`src/rtl/player_life_fsm.sv`:
```
// player_life_fsm: per-player life-cycle controller.
// Turns collision hits into one explosion per death and sequences the
// EXPLODING -> RESPAWN -> INVULN periods, counted in video frames. On the
// last explosion frame with no lives left it parks in GAME_OVER until reset.
//
// Optional build macro: PLAYER_LIFE_BLINK_EN
//   defined   - player_visible blinks during INVULN (half-period BLINK_FRAMES)
//   undefined - player_visible stays 1 during INVULN, no blink logic built
//
// Ports:
//   clk            system clock
//   rst_n          asynchronous active-low reset
//   startOfFrame   one-cycle pulse at the start of each video frame
//   hit            player/hazard collision (level or pulse)
//   lives_left     remaining lives from the lives counter
//   explosion      high for the whole EXPLODING state (to lives counter)
//   game_over      high in GAME_OVER, sticky until reset
//   player_visible player sprite draw enable
//   player_enable  player movement/fire enable
//   invulnerable   high in INVULN
module player_life_fsm #(
  parameter int unsigned EXPLODE_FRAMES = 30,
  parameter int unsigned RESPAWN_FRAMES = 60,
  parameter int unsigned INVULN_FRAMES  = 120,
  parameter int unsigned BLINK_FRAMES   = 8
) (
  input  logic       clk,
  input  logic       rst_n,
  input  logic       startOfFrame,
  input  logic       hit,
  input  logic [2:0] lives_left,
  output logic       explosion,
  output logic       game_over,
  output logic       player_visible,
  output logic       player_enable,
  output logic       invulnerable
);

  localparam int unsigned CNT_W = 8;

  // Reject parameter values the 8-bit frame counter cannot honour.
  if (EXPLODE_FRAMES < 1 || EXPLODE_FRAMES > 255 ||
      RESPAWN_FRAMES < 1 || RESPAWN_FRAMES > 255 ||
      INVULN_FRAMES  < 1 || INVULN_FRAMES  > 255 ||
      BLINK_FRAMES   < 2 || BLINK_FRAMES   > 64  ||
      (BLINK_FRAMES & (BLINK_FRAMES - 1)) != 0) begin : g_param_check
    $error("player_life_fsm: frame parameter out of range");
  end

  typedef enum logic [2:0] {
    ST_ALIVE     = 3'd0,
    ST_EXPLODING = 3'd1,
    ST_RESPAWN   = 3'd2,
    ST_INVULN    = 3'd3,
    ST_GAME_OVER = 3'd4
  } state_t;

  state_t             state_q, state_d;
  logic [CNT_W-1:0]   cnt_q, cnt_d, cnt_inc;
  logic               vis_inv_d;
  logic               explosion_d, game_over_d, visible_d, enable_d, invuln_d;

  assign cnt_inc = cnt_q + CNT_W'(1);

  // Next state and frame counter; every exit clears the counter for the next state.
  always_comb begin
    state_d = state_q;
    cnt_d   = cnt_q;
    case (state_q)
      ST_ALIVE: begin
        cnt_d = '0;
        if (hit) state_d = ST_EXPLODING;
      end
      ST_EXPLODING: begin
        if (startOfFrame) begin
          if (cnt_inc == CNT_W'(EXPLODE_FRAMES)) begin
            cnt_d   = '0;
            // Lives counter has already decremented by the time we get here.
            state_d = (lives_left == 3'd0) ? ST_GAME_OVER : ST_RESPAWN;
          end else begin
            cnt_d = cnt_inc;
          end
        end
      end
      ST_RESPAWN: begin
        if (startOfFrame) begin
          if (cnt_inc == CNT_W'(RESPAWN_FRAMES)) begin
            cnt_d   = '0;
            state_d = ST_INVULN;
          end else begin
            cnt_d = cnt_inc;
          end
        end
      end
      ST_INVULN: begin
        if (startOfFrame) begin
          if (cnt_inc == CNT_W'(INVULN_FRAMES)) begin
            cnt_d   = '0;
            state_d = ST_ALIVE;
          end else begin
            cnt_d = cnt_inc;
          end
        end
      end
      ST_GAME_OVER: cnt_d = '0;
      default: begin
        state_d = ST_ALIVE;
        cnt_d   = '0;
      end
    endcase
  end

`ifdef PLAYER_LIFE_BLINK_EN
  localparam int unsigned BLINK_W = $clog2(BLINK_FRAMES);

  logic blink_q, blink_d;

  // Phase starts at 0 on INVULN entry and flips every BLINK_FRAMES frames.
  always_comb begin
    blink_d = 1'b0;
    if (state_q == ST_INVULN && state_d == ST_INVULN) begin
      blink_d = blink_q;
      if (startOfFrame && cnt_inc[BLINK_W-1:0] == '0) blink_d = ~blink_q;
    end
  end

  always_ff @(posedge clk or negedge rst_n) begin
    if (!rst_n) blink_q <= 1'b0;
    else        blink_q <= blink_d;
  end

  assign vis_inv_d = ~blink_d;
`else
  assign vis_inv_d = 1'b1;
`endif

  // Outputs decoded from the next state so they register alongside it.
  always_comb begin
    explosion_d = 1'b0;
    game_over_d = 1'b0;
    visible_d   = 1'b0;
    enable_d    = 1'b0;
    invuln_d    = 1'b0;
    case (state_d)
      ST_ALIVE: begin
        visible_d = 1'b1;
        enable_d  = 1'b1;
      end
      ST_EXPLODING: begin
        explosion_d = 1'b1;
        visible_d   = 1'b1;
      end
      ST_INVULN: begin
        invuln_d  = 1'b1;
        enable_d  = 1'b1;
        visible_d = vis_inv_d;
      end
      ST_GAME_OVER: game_over_d = 1'b1;
      default: ;
    endcase
  end

  // State, counter and output registers.
  always_ff @(posedge clk or negedge rst_n) begin
    if (!rst_n) begin
      state_q        <= ST_ALIVE;
      cnt_q          <= '0;
      explosion      <= 1'b0;
      game_over      <= 1'b0;
      player_visible <= 1'b1;
      player_enable  <= 1'b1;
      invulnerable   <= 1'b0;
    end else begin
      state_q        <= state_d;
      cnt_q          <= cnt_d;
      explosion      <= explosion_d;
      game_over      <= game_over_d;
      player_visible <= visible_d;
      player_enable  <= enable_d;
      invulnerable   <= invuln_d;
    end
  end

endmodule
```
`config.mk`:
```
export PLATFORM = sky130hd
export DESIGN_NAME = player_life_fsm
export DESIGN_NICKNAME = d
export VERILOG_FILES = /design/src/rtl/player_life_fsm.sv
export SDC_FILE = /design/constraint.sdc
export NUM_CORES = 1
export LEC_CHECK = 0
export CORE_MARGIN = 2
export CORE_UTILIZATION = 35
export CTS_CLUSTER_SIZE = 20
export DETAILED_ROUTE_END_ITERATION = 8
export PLACE_DENSITY = 0.52
export REMOVE_ABC_BUFFERS = 1
export SKIP_CTS_REPAIR_TIMING = 1
export SLEW_MARGIN = 20
export SYNTH_ARGS = -nofsm -noshare
export SYNTH_HDL_FRONTEND = slang
export SYNTH_SLANG_ARGS = --single-unit
```
`constraint.sdc`:
```
create_clock -name clk -period 4.8 [get_ports clk]
set_input_delay 1.2 -clock clk [delete_from_list [all_inputs] [get_ports clk]]
set_output_delay 1.2 -clock clk [all_outputs]
set_load 0.1 [all_outputs]
```
==> flow_summary.toml <==
[worst_setup_path]
slowest_stage = "clkdlybuf4s50_1"
path_buf_inv = 1
arrival_ps = 1940
critPathLaunchType = "flip-flop"
cpPeakStageDelay_ps = 1120
path_cells = "clkdlybuf4s50_1"
path_delay_family = "buffers and inverters"
crit_required_ps = 3600
path_class = "flip-flop to primary output"
end_kind = "primary output"
worst-path-max-fanout = 1

[logic_synthesis]
syn_area_um2 = 1096
syn-mean-instance-area_um2 = 8.984
yosys_warnings = 0
synth_edf_count = 0
yosys_register_bits = 16
synth_area_leader_cell = "dfrtp_1"
synth_top_area_share_pct = 31.96
synth_area_leaders = "dfrtp_1 (32%), dfstp_2 (4.8%), nor2_1 (4.1%)"
yosysSeqAreaShare_pct = 36.76
synth.distinct_cells = 49
syn_inst = 122
synthArstFlopShare_pct = 100.0
synth_top_flop_cell = "dfrtp_1"

[cts]
clk_pin_slew_ps = 110
clk_latency_ps = 300
cts_num_sinks = 16
clockRootBuffer = "clkbuf_4"
tritoncts.num_buffers = 3
clk_path_buf_depth = 2
htreeDepth = 1
cts_tree = "yes"

[sta]
skew_ps = 11.06
setup_viol = 0
fin_crit_ps = 3140
rsz0062_at_grt = "false"
worst_slew_pin_slew_ps = 963.2
slew_headroom_pct = 35.59
drv_slew = 0
tns_ps = 0
hold_viol = 0
fmax_ghz = 0.3185
post-route-period-util_pct = 65.42

[power_and_ir_drop]
ir_worst_vdd_uv = 182.2
leakage_nw = 0.5099
power_density_nw_per_um2 = 536.6

[floorplanning]
io_pins = 12
die_h_um = 59.96
die_width_um = 59.96
fp-row-count = 20
core-area_um2 = 3028
initial_core_util_pct = 36.20
die_area_um2 = 3595

[route]
wl_per_cell_um = 13.87
wl_met1_um = 1169
routed_wl_um = 2399
dr_wl_met2_um = 1151
postRouteAntennaNets = 0
drt_iter0_drc = 16
vias = 896
highest_layer = "met4"
vias_per_cell = 5.179
drc = 0
drt_pass1_iterations = 4
dr_wl_met3_um = 59

[global_route]
grt_start_max_net_pins = 18
grt_pass1_wl_um = 4126
gr-total-overflow = 0
antenna_found_initial = 0
grt_pass1_vias = 838
grtUsageTotal_pct = 15.41

[layout]
multi_input_area_um2 = 648.1
areaGrowthSynthToFinish_pct = 15.30
instances_no_fill = 173
drive_gt1_share_pct = 9.302
nFillCells = 299
antenna_cells = 0
seq_area_um2 = 402.9
fin_nets = 139
layout_commonest_cell = "dfrtp_1"
mostFrequentLayoutCells = "dfrtp_1 (14), nor2_1 (12), clkdlybuf4s50_1 (11)"

[min_path]
hold_class = "flip-flop to flip-flop"

[placement]
dp_hpwl_um = 1744
dp.cells = 169
portBuffers = 11
place.gp.congestion = 0.7854

[run]
drv_cap = 0

[status]
outcome = "complete, no violations"
[layout make-up]
cell class                 count  share of cell area, %
multi-input combinational     95                  51.29
sequential                    16                  31.88
timing repair buffer          11                  8.713
tap                           44                  4.356
clock buffer                   4                  2.871
inverter                       3                 0.8911
[registers in the layout, indices dropped and copies added (netlist names)]
name,count
player_visible,1
invulnerable,1
cnt_q,8
state_q,3
explosion,1
player_enable,1
game_over,1
[where the power goes]
| part | internal (mW) | total (mW) | leakage [nW] | switching (mW) |
|---|---|---|---|---|
| Sequential | 0.176 | 0.236 | 0.201 | 0.0605 |
| Combinational | 0.120 | 0.346 | 0.288 | 0.226 |
| Clock | 0.0463 | 0.0959 | 0.0210 | 0.0497 |
| Total | 0.342 | 0.678 | 0.510 | 0.336 |
[layer usage]
metal | GRT usage (%) | up-vias
met3 | 3.896 | 2
met4 | 3.810 | 0
met2 | 24.69 | 10
li1 | - | 465
met5 | 0 | -
met1 | 20.69 | 419
[cell usage after synthesis, types with 2 or more instances]
cell / instances
a211oi_1: 5
a21oi_1: 6
a22o_1: 2
and2_1: 2
buf_2: 3
clkbuf_1: 5
dfrtp_1: 14
dfstp_2: 2
ha_1: 2
inv_1: 3
nand2_1: 8
nand2b_1: 3
nand3_1: 2
nand4_1: 2
nor2_1: 12
nor2b_1: 2
nor3_1: 4
o21ai_0: 4
o21ai_1: 3
o21bai_1: 4
xnor2_1: 4
xor2_1: 3
[logic make-up after synthesis]
family	after synthesis	synth area share, %
compound gates	39	27.51
xor+xnor	7	5.594
fa+ha+maj	2	2.283
buf+inv	11	4.109
flops	16	36.76
simple gates	47	23.75
[worst register-to-register path: stages (launching register included)]
cell	delay, ps
dfrtp_1	490
ha_1	380
and2_1	200
a32oi_1	430
a221oi_2	220
a221oi_1	440
nor2_1	190
a211oi_1	250
[stage by stage]
step / area [µm²] / setup WS [ps] / util [%] / power, mW / hold slack, ps
after global placement: 1227 / 1793 / 40.54 / 0.5881 / 612.7
final: 1264 / 1660 / 41.74 / 0.6781 / 634.3
after floorplan: 1062 / 2539 / - / 0.5013 / 530.2
after CTS: 1264 / 1647 / 41.74 / 0.6837 / 632.9
after detailed placement: 1227 / 1692 / 40.54 / 0.5869 / 614.4
after global routing: 1264 / 1617 / 41.74 / 0.7324 / 653.0
[worst paths after layout]
| path | slack, ps | startpoint | endpoint | cells past startpoint |
|---|---|---|---|---|
| min in group asynchronous | 1320 | rst_n | cnt_q[6] | 1 |
| max in group asynchronous | 3020 | rst_n | explosion | 1 |
| worst max-delay path | 1660 | player_enable | player_enable | 1 |
| worst min-delay path | 630 | cnt_q[7] | cnt_q[7] | 2 |
| worst max register to register | 2110 | cnt_q[0] | cnt_q[4] | 7 |
| worst min register to register | 630 | cnt_q[7] | cnt_q[7] | 2 |
(Power assumes the default switching activity.)
==> patch 1, RTL diff (same settings) <==
Add an input register stage for `hit` and `lives_left`, cleared by the reset; this delays them by one clock. The other inputs are not delayed to match.
--- a/src/rtl/player_life_fsm.sv
+++ b/src/rtl/player_life_fsm.sv
@@ -39,4 +39,17 @@
   localparam int unsigned CNT_W = 8;
 
+  logic hit_q;
+  logic [2:0] lives_left_q;
+
+  always_ff @(posedge clk or negedge rst_n) begin
+    if (!rst_n) begin
+      hit_q        <= '0;
+      lives_left_q <= '0;
+    end else begin
+      hit_q        <= hit;
+      lives_left_q <= lives_left;
+    end
+  end
+
   // Reject parameter values the 8-bit frame counter cannot honour.
   if (EXPLODE_FRAMES < 1 || EXPLODE_FRAMES > 255 ||
@@ -70,5 +83,5 @@
       ST_ALIVE: begin
         cnt_d = '0;
-        if (hit) state_d = ST_EXPLODING;
+        if (hit_q) state_d = ST_EXPLODING;
       end
       ST_EXPLODING: begin
@@ -77,5 +90,5 @@
             cnt_d   = '0;
             // Lives counter has already decremented by the time we get here.
-            state_d = (lives_left == 3'd0) ? ST_GAME_OVER : ST_RESPAWN;
+            state_d = (lives_left_q == 3'd0) ? ST_GAME_OVER : ST_RESPAWN;
           end else begin
             cnt_d = cnt_inc;
Check against the original RTL: not equivalent (a bounded check fails within 4 cycles, from zero or initial values and one cycle with rst_n low).
==> patch 1 against the unedited design <==
Synthesized area up 7.2%. Sequential cell count up 4. Final area up 8.4%. Wire length up 5.5%. Critical path depth unchanged. Total power up 6.2%. Sequential power up 16%. Worst setup slack worse by 24 ps. Largest cell class unchanged. Highest routed layer unchanged.
==> patch 1: results (changes against the unedited design) <==
* Static leakage at 0.529 nW (+3.8%)
* Final HPWL DP at 1.90 mm (+8.7%)
* Max-Slew Margin vs Limit at 35.7% (+0.13 points)
* Most frequent cells after synthesis: 18 x sky130_fd_sc_hd__dfrtp_1, 16 x sky130_fd_sc_hd__nand2_1, 7 x sky130_fd_sc_hd__a21oi_1, 7 x sky130_fd_sc_hd__nor2_1
* Layout Skew at 0.857 ps (-10.2 ps)
* IR drop worst, VDD at 0.161 mV (-11%)
* Vias per cell at 5.33 (+2.9%)
* Synth cell types at 45 (-8.2%)
* Via Count at 975 (+8.8%)
* Area fraction in compound gates after synthesis at 19.7% (-7.8 points)
* Cells after Synth at 127 (+4.1%)
* Place WS at 1840 ps (+147 ps)
* Cell count after placement at 179 (+5.9%)
* Xor and xnor area share after synthesis at 2.24% (-3.4 points)
* Iteration-0 DRC Markers at 45 (+29)
* Wire length of the first global-routing pass at 4.55 mm (+10%)
* Post-synthesis adder-cell area fraction at 2.13% (-0.15 points)
* Sequential share of the synthesized area at 42.8% (+6.1 points)
* First-pass iteration count of the detailed router at 4 (unchanged)
* Net Switching at 0.000317 W (-5.8%)
* Max Buffers Root-to-Sink at 2 (unchanged)
* CTS H-tree lvls at 1 (unchanged)
* Status: completed
* Overall routing resource usage at 16.3% (+0.92 points)
* Arrival time at the worst endpoint at 1960 ps (+20 ps)
* CP top delay family: buffers and inverters
* Routability congestion estimate from global placement at 0.806 (+2.6%)
* Layout cell share with drive strength beyond 1 at 9.49% (+0.19 points)
* Mux contribution to synthesized area at 0.958% (+0.96 points)
* # nets final at 147 (+5.8%)
* Largest registers in the final layout: cnt_q (8), lives_left_q (3), state_q (3)
* Maximum number of pins on one net before global-route repair at 21 (+3)
* Cell at the slowest stage of the critical path: sky130_fd_sc_hd__clkdlybuf4s50_1
* Top post-synthesis cells by area: sky130_fd_sc_hd__dfrtp_1 38%, sky130_fd_sc_hd__nand2_1 5.1%, sky130_fd_sc_hd__dfstp_2 4.5%
* Area of placed instances at 1320 µm² (+7.3%)
* Routed wirelength normalized by instance count at 13.8 µm (-0.22%)
* Via count of the first global-routing pass at 954 (+14%)
## patch 1: changes by cell type after synthesis, moves of 4 or more
cell | before | now
sky130_fd_sc_hd__nand2_1 | 8 | 16
sky130_fd_sc_hd__and3_1 | 1 | 6
sky130_fd_sc_hd__nor2_1 | 12 | 7
sky130_fd_sc_hd__a211oi_1 | 5 | 1
sky130_fd_sc_hd__dfrtp_1 | 14 | 18
sky130_fd_sc_hd__o21bai_1 | 4 | 0
## patch 1: layer usage
layer | vias to the layer above | track usage [%] | routed length (µm)
met5 | - | 0 | 0
met4 | 0 | 7.29 | 26
met3 | 4 | 2.90 | 55
met2 | 11 | 27.1 | 1240
met1 | 473 | 20.7 | 1220
li1 | 487 | - | -
## patch 1: layout make-up
class / instances / area (µm²)
Sequential cell: 20 / 503
Fill cell: 333 / 1910
Multi-Input combinational cell: 99 / 636
Tap cell: 46 / 57.6
Clock inverter: 1 / 30.0
Timing Repair Buffer: 11 / 110
Clock buffer: 3 / 22.5
Inverter: 3 / 11.3
## patch 1: final timing paths
path	start	endpoint	slack, ps
max	player_visible	player_visible	1640
min in group asynchronous	rst_n	game_over	1380
min reg2reg	cnt_q[7]	cnt_q[7]	620
min	cnt_q[7]	cnt_q[7]	620
max in group asynchronous	rst_n	cnt_q[6]	2880
max reg2reg	cnt_q[0]	cnt_q[4]	2630
## patch 1: through the flow
step	utilization, %	hold WS, ps
6_report	41.7	615
2_1_floorplan	-	537
3_5_place_dp	40.1	602
5_1_grt	41.7	651
4_1_cts	41.7	620
3_3_place_gp	40.1	587
## patch 1: power groups by stage
stage	Clock, W	Combinational, W	Sequential, W
final	0.000143	0.000304	0.000273
after global routing	0.000152	0.000340	0.000283
after CTS	0.000145	0.000308	0.000274
after detailed placement	0	0.000307	0.000277
after global placement	0	0.000306	0.000276
after floorplan	0	0.000175	0.000323
==> patch 2, RTL diff (config.mk and constraints unchanged) <==
Made on the original files. The option `PLAYER_LIFE_BLINK_EN` is turned on by a define.
--- a/src/rtl/player_life_fsm.sv
+++ b/src/rtl/player_life_fsm.sv
@@ -19,4 +19,6 @@
 //   player_enable  player movement/fire enable
 //   invulnerable   high in INVULN
+`define PLAYER_LIFE_BLINK_EN
+
 module player_life_fsm #(
   parameter int unsigned EXPLODE_FRAMES = 30,
Function: same outputs for any inputs over 10 cycles, from zero or initial values and one cycle with rst_n low; that may be too few to reach the edited logic, so the function may still have changed.
==> patch 2 against the unedited design <==
Wire length increased by 5.0%. Total power about the same. Worst setup slack got worse by 0.63 ps. Synthesized area increased by 5.5%. Sequential cell count increased by 1. Sequential share of layout area increased by 0.14 points. Highest routed layer unchanged. Utilization increased by 1.3 points. First-iteration DRC count increased to 2.6 times the old value. Final area increased by 5.7%.
==> patch 2: results (changes against the unedited design) <==
* Layout Skew at 4.70 ps (-6.37 ps)
* Via count of the first global-routing pass at 901 (+7.5%)
* Remaining DRCs at 0 (unchanged)
* Hold Violations, Final at 0 (unchanged)
* Max Buffers Root-to-Sink at 2 (unchanged)
* Synth cell types at 48 (-2.0%)
* Antenna violations before repair at 0 (unchanged)
* WHS Endpoint: player_visible
* Delay of the slowest critical-path stage at 1120 ps (about the same)
* Maximum number of pins on one net before global-route repair at 18 (unchanged)
* Worst hold path stage count at 3 (+1)
* Routability congestion estimate from global placement at 0.871 (+11%)
* Routed Wire Length at 2.52 mm (+5.0%)
* Max-Slew Margin vs Limit at 35.1% (-0.50 points)
* Status: completed
* Wire length of the first global-routing pass at 4.41 mm (+6.9%)
* Clock transition at path regs at 100 ps
* Top post-synthesis cells by area: sky130_fd_sc_hd__dfrtp_1 32%, sky130_fd_sc_hd__dfstp_2 4.5%, sky130_fd_sc_hd__nand2_1 3.6%
* Via Count at 950 (+6.0%)
* Buffers added on ports at 11 (unchanged)
* Largest registers in the final layout: cnt_q (8), state_q (3)
* Static leakage at 0.574 nW (+13%)
* Cell count after placement at 170 (+0.59%)
* Arrival time at the worst endpoint at 1940 ps (about the same)
* Worst Hold Launch: blink_q
* Cell at the slowest stage of the critical path: sky130_fd_sc_hd__clkdlybuf4s50_1
* R2R Path Start: cnt_q[0]
* Worst r2r path cells at 8 (+1)
* # nets final at 141 (+1.4%)
* Largest fanout of any net on the critical path at 1 (unchanged)
* Layout cell share with drive strength beyond 1 at 13.1% (+3.8 points)
* CTS Buf Count at 3 (unchanged)
* Cells after Synth at 118 (-3.3%)
* Sequential share of the synthesized area at 37.0% (+0.25 points)
* Root Buffer Master: sky130_fd_sc_hd__clkbuf_4
* Overall routing resource usage at 16.2% (+0.75 points)
* Source of the critical timing path: player_enable
* CP top delay family: buffers and inverters
* Synth warnings at 0 (unchanged)
* Capture instance of the worst register-to-register path: cnt_q[6]
* Routed wirelength normalized by instance count at 14.5 µm (+4.4%)
* CTS H-tree lvls at 1 (unchanged)
* Most frequent cells after synthesis: 15 x sky130_fd_sc_hd__dfrtp_1, 11 x sky130_fd_sc_hd__nand2_1, 10 x sky130_fd_sc_hd__inv_1
* IR drop worst, VDD at 0.209 mV (+15%)
* ANT cells at 0 (unchanged)
* Final HPWL DP at 1.97 mm (+13%)
* First-pass iteration count of the detailed router at 4 (unchanged)
* Iteration-0 DRC Markers at 41 (+25)
* Share of synthesized registers carrying an async set or reset at 100% (unchanged)
[patch 2: report_power, final]
group | total, W | leakage, nW | switching (W) | internal, W
sequential | 0.000250 | 0.205 | 0.0000630 | 0.000187
combinational | 0.000353 | 0.351 | 0.000232 | 0.000122
clock | 0.0000756 | 0.0177 | 0.0000447 | 0.0000310
total | 0.000679 | 0.574 | 0.000339 | 0.000339
[patch 2: worst max path at each step]
stage,endpoint,slack (ps),depth (start not counted)
finish,player_enable,1660,1
CTS,player_visible,1640,1
detailed placement,player_enable,1680,6
global route,player_visible,1590,1
floorplan,blink_q,2410,7
global placement,player_enable,1730,6
[patch 2: routing by layer]
layer / vias up / wire [µm] / global-route usage [%]
met4: 0 / 34 / 5.47
met2: 26 / 1090 / 22.8
met3: 5 / 143 / 4.83
met5: - / 0 / 0
met1: 456 / 1250 / 23.6
li1: 463 / - / -
[patch 2: area by class of cell]
cell class	count	area, µm²
fillers	313	1770
well taps	44	55.1
flip-flops and latches	17	428
clock inverters	1	5.00
repair buffers	11	110
multi-input cells	88	678
clock buffers	3	22.5
inverters	10	37.5
[patch 2: logic make-up after synthesis]
| group | share of synthesized area [%] |
|---|---|
| buffers and inverters | 4.33 |
| AO/OA/AOI/OAI | 24.0 |
| XOR/XNOR | 3.68 |
| flip-flops | 37.0 |
| AND/OR/NAND/NOR | 26.0 |
| adder cells (fa/ha/maj) | 3.25 |
| multiplexers | 1.73 |
[patch 2: per-stage QoR]
stage	hold slack (ps)	utilization, %	setup WS [ps]	area (µm²)	total power, W
after floorplan	546	-	2410	1140	0.000518
after global placement	601	42.2	1730	1310	0.000601
after detailed placement	621	42.2	1680	1310	0.000604
after CTS	641	43.1	1640	1340	0.000683
after global routing	690	43.1	1590	1340	0.000737
final	636	43.1	1660	1340	0.000679
